### src/rtl/pc_sequencer.sv
`default_nettype none
// ============================================================================
// pc_sequencer : next-PC select plus IF/ID and ID/EX stall/flush control
// Revision 1.0 - initial release
// ============================================================================
module pc_sequencer #(
   parameter logic [31:0] RESET_PC = 32'h0000_0000,
   parameter int          CNT_W    = 16
) (
   input  logic             clk_i,
   input  logic             rst_i,
   input  logic             start_i,
   input  logic             mem_stall_i,
   input  logic             load_use_i,
   input  logic             branch_taken_i,
   input  logic [31:0]      branch_target_i,
   input  logic [31:0]      pc_i,
   output logic [31:0]      pc_next_o,
   output logic             pc_write_o,
   output logic             ifid_write_o,
   output logic             ifid_flush_o,
   output logic             idex_bubble_o,
   output logic             pipe_stall_o,
   output logic             redirect_pending_o,
   output logic [CNT_W-1:0] stall_cnt_o,
   output logic [CNT_W-1:0] flush_cnt_o
);

   typedef enum logic [1:0] {
      S_IDLE   = 2'd0,
      S_RUN    = 2'd1,
      S_MSTALL = 2'd2
   } state_t;

   localparam logic [CNT_W-1:0] c_cnt_max = '1;

   state_t           r_state;
   logic             r_pending;
   logic [31:0]      r_target;
   logic [CNT_W-1:0] r_stall_cnt;
   logic [CNT_W-1:0] r_flush_cnt;

   state_t           w_next_state;
   logic             w_next_pending;
   logic [31:0]      w_next_target;
   logic             w_stall_inc;
   logic             w_flush_inc;

   always_comb begin
      pc_next_o      = pc_i + 32'd4;
      pc_write_o     = 1'b1;
      ifid_write_o   = 1'b1;
      ifid_flush_o   = 1'b0;
      idex_bubble_o  = 1'b0;
      pipe_stall_o   = 1'b0;
      w_next_state   = r_state;
      w_next_pending = r_pending;
      w_next_target  = r_target;
      w_stall_inc    = 1'b0;
      w_flush_inc    = 1'b0;

      case (r_state)
         S_RUN, S_MSTALL: begin
            if (mem_stall_i) begin
               pipe_stall_o = 1'b1;
               pc_write_o   = 1'b0;
               ifid_write_o = 1'b0;
               w_stall_inc  = 1'b1;
               w_next_state = S_MSTALL;
               if (branch_taken_i) begin
                  w_next_pending = 1'b1;
                  w_next_target  = branch_target_i;
               end
            end else if (r_pending) begin
               // Release of a latched redirect; a fresh pulse is younger and wins.
               // The flush kills the ID instruction, so load_use is irrelevant here.
               pc_next_o      = branch_taken_i ? branch_target_i : r_target;
               ifid_flush_o   = 1'b1;
               w_flush_inc    = 1'b1;
               w_next_pending = 1'b0;
               w_next_state   = S_RUN;
            end else begin
               w_next_state = S_RUN;
               if (load_use_i) begin
                  pc_write_o    = 1'b0;
                  ifid_write_o  = 1'b0;
                  idex_bubble_o = 1'b1;
               end
               if (branch_taken_i) begin
                  pc_next_o    = branch_target_i;
                  pc_write_o   = 1'b1;
                  ifid_flush_o = 1'b1;
                  w_flush_inc  = 1'b1;
               end
            end
         end
         default: begin
            pc_next_o    = RESET_PC;
            pc_write_o   = 1'b0;
            ifid_write_o = 1'b0;
            w_next_state = start_i ? S_RUN : S_IDLE;
         end
      endcase
   end

   always_ff @(posedge clk_i or posedge rst_i) begin
      if (rst_i) begin
         r_state     <= S_IDLE;
         r_pending   <= 1'b0;
         r_target    <= 32'd0;
         r_stall_cnt <= '0;
         r_flush_cnt <= '0;
      end else begin
         r_state   <= w_next_state;
         r_pending <= w_next_pending;
         r_target  <= w_next_target;
         if (w_stall_inc && (r_stall_cnt != c_cnt_max)) begin
            r_stall_cnt <= r_stall_cnt + 1'b1;
         end
         if (w_flush_inc && (r_flush_cnt != c_cnt_max)) begin
            r_flush_cnt <= r_flush_cnt + 1'b1;
         end
      end
   end

   assign redirect_pending_o = r_pending;
   assign stall_cnt_o        = r_stall_cnt;
   assign flush_cnt_o        = r_flush_cnt;

endmodule
`default_nettype wire

### config.mk
export PLATFORM = sky130hd
export DESIGN_NAME = pc_sequencer
export DESIGN_NICKNAME = d
export VERILOG_FILES = /design/src/rtl/pc_sequencer.sv
export SDC_FILE = /design/constraint.sdc
export NUM_CORES = 1
export LEC_CHECK = 0
export ABC_AREA = 1
export CAP_MARGIN = 30
export CORE_MARGIN = 1
export CORE_UTILIZATION = 52
export DETAILED_ROUTE_END_ITERATION = 8
export PLACE_DENSITY_LB_ADDON = 0.2
export SYNTH_ARGS = -nofsm -noshare
export SYNTH_HDL_FRONTEND = slang
export SYNTH_SLANG_ARGS = --single-unit
### constraint.sdc
create_clock -name clk_i -period 4.25 [get_ports clk_i]
set_clock_uncertainty 0.05 [all_clocks]
set_input_delay 0.85 -clock clk_i [delete_from_list [all_inputs] [get_ports clk_i]]
set_output_delay 0.85 -clock clk_i [all_outputs]
set_load 0.01 [all_outputs]
==> metrics.txt <==
violation count after the first detailed-route iteration 273; die height 97.4 um; Yosys Warn Count 0; H-Tree Depth 3; status finished clean; Max-slew headroom 54.2%; DR DRC count 0; clock root buffer clkbuf_8; Global Route met2 Usage 52.6%; vias in the first global route 4973; first-pass GRT wire length 23400 um; crit end category primary output; Worst R2R Start redirect_pending_o$_DFFE_PP0P_; Final min period 4040 ps; mapped cell area 4740 sq um; initial antenna violation count 0; vias per cell 5.38; #FFs+latches synth 67; Pre-antenna DRT Iters 5; Vias 5047; largest net degree at the start of global routing 48; top-area cell type share of the netlist area 35.4%; power per cell area 490 nW/um^2; HP Class reg -> reg; CTS Sinks 67; Routed WL per cell 15.0 um; Worst Setup Start Kind input port; final wirelength 14000 um; Commonest cells post-synth nand2_1, inv_1, o21ai_0; clk_lat worst skew 350 ps; hold path startpoint r_target[29]$_DFFE_PP0P_; Post-synth EDFFs 0; count leader, synth nand2_1; Routed Antenna Nets 0; routing usage on met1 37.9%; Final Hold Vio Count 0; share of cells above drive strength 1 6.51%; worst-path fanout max 7; Total GRT Usage 30.7%; Num CTS Buffers 9; Max clock buf depth 2; asr flop ratio synth 100%; CP required 3350 ps; Worst EP arrival 3140 ps; Die X-Extent 97.4 um; P_leak 2.90 nW; critical path type in -> out; CP max stage delay 550 ps; CP dominant cell by count nand2_1; Fmax 247 MHz; TNS Setup 0 ps; post-synthesis sequential area ratio 35.4%; Reg area 1680 sq um; max-slew violations 0; Mapped Nets 762; cts repair resizes 0; synthesis-to-finish area growth 35.5%; nets@finish 899; grt ovf 0; Slew @ Worst Pin 686 ps; Buf/Inv on CP 2; Port Buf Inserts 139; IO Count 140; Max Cap Viol 0; GPL Wtd Cong 0.982; CTS tree built; Die ar. 9490 sq um; Netlist cell types 41; Initial Util 54.0%; RSZ-0062 raised after global routing false; endpoints failing setup 0; Cell Chain, Critical Path clkdlybuf4s50_1, ha_1, nand2_1, nor2_4, nand2_4, nor2_8, nand2_2, nor2_2, xor2_1, nand2_1, nand2_1, clkdlybuf4s50_1; synth top area cells dfrtp_1, nand2_1, o21ai_0; busiest grt layer met2; Reg clk slew, reported paths 70 ps; Crit-path slowest cell clkdlybuf4s50_1; CP Launch Point pc_i[2]; row cnt 34; Top Family by Delay on Critical Path buffers and inverters; GRT met3 Usage 6.47%; Filler cells 714; post-CTS setup buffers 0; area occupied by multi-input gates 2660 sq um; CTS hold repair buffers 0; top_reg_cell synth dfrtp_1; syn_area_per_cell 6.87 sq um; Design Power 3.14 mW; ant diodes 0; core area 8760 sq um; peak supply drop 288 uV; post-synth top area cell dfrtp_1; Gate Count Post-Synth 689; dpl hpwl 10900 um; Tcrit/Tclk final 95.1%
path summary, 6_finish.rpt:
| kind | end | slack, ps | cells past startpoint |
|---|---|---|---|
| max | pc_next_o[20] | 210 | 12 |
| min in group asynchronous | stall_cnt_o[9]$_DFFE_PP0P_ | 880 | 2 |
| max in group asynchronous | r_target[5]$_DFFE_PP0P_ | 2350 | 3 |
| max reg2reg | flush_cnt_o[12]$_DFFE_PP0P_ | 1960 | 9 |
| min | r_target[29]$_DFFE_PP0P_ | 440 | 2 |
| min reg2reg | r_target[29]$_DFFE_PP0P_ | 440 | 2 |
layout make-up:
type	count	area share, %
Multi-Input combinational cell	523	41.4
Sequential cell	67	26.1
Timing Repair Buffer	145	22.3
Inverter	80	4.68
Tap cell	108	2.11
Clock buffer	9	1.93
Clock inverter	6	1.42
metal layers:
layer	wire length, um	part of all wire (%)
met1	5970	43
met5	0	0
met2	6870	49
met3	812	5.8
met4	382	2.7
registers in the layout (all words and copies together), names as in the netlist:
name and count:
flush_cnt_o 16, r_state 2, r_target 32, redirect_pending_o 1, stall_cnt_o 16
power by group:
| part | total (mW) | internal [mW] | switching [mW] |
|---|---|---|---|
| Combinational | 1.57 | 0.694 | 0.874 |
| Sequential | 0.987 | 0.848 | 0.139 |
| Clock | 0.589 | 0.328 | 0.261 |
| Total | 3.14 | 1.87 | 1.27 |
kinds of logic after synthesis:
family	after synthesis	synth area share, %
buf+inv	99	8.45
mux	10	2.11
simple gates	370	34.4
xor+xnor	37	6.84
flops	67	35.4
compound gates	103	12.0
fa+ha+maj	3	0.793
through the flow:
stage | area [sq um] | setup WS (ps) | hold WS (ps) | instances | util (%)
floorplan | 4740 | 1450 | 392 | 689 | -
global placement | 6200 | 275 | 404 | 923 | 70.8
detailed placement | 6200 | 226 | 418 | 923 | 70.8
CTS | 6420 | 217 | 436 | 938 | 73.2
global route | 6420 | 46.1 | 469 | 938 | 73.2
finish | 6420 | 208 | 437 | 938 | 73.2
layout by cell type (no fill, tap or decap), types with 4 or more instances in the layout:
master,netlist,routed
nor2_2,6,6
buf_4,1,6
nand2_4,4,4
xor2_1,24,24
a21oi_1,14,14
mux2i_1,10,10
nor2_1,58,58
dfrtp_1,67,67
nand2_1,220,220
a22o_1,4,4
inv_2,5,6
xnor2_1,13,13
clkbuf_8,0,9
nand4_1,12,12
clkdlybuf4s50_1,0,138
o21ai_0,70,70
nand2_2,4,4
nand3_1,36,36
inv_1,75,74
nor3_1,16,16
nor2_4,4,4
worst register-to-register path: stages (launching register included):
cell and delay (ps):
dfrtp_1 410, inv_2 120, nand2_4 130, nand2_4 120, nor2_4 140, buf_4 270, nand2_1 360, inv_1 320
nand2_1 100, xor2_1 160
No activity file was read; power rests on OpenSTA's default activity.
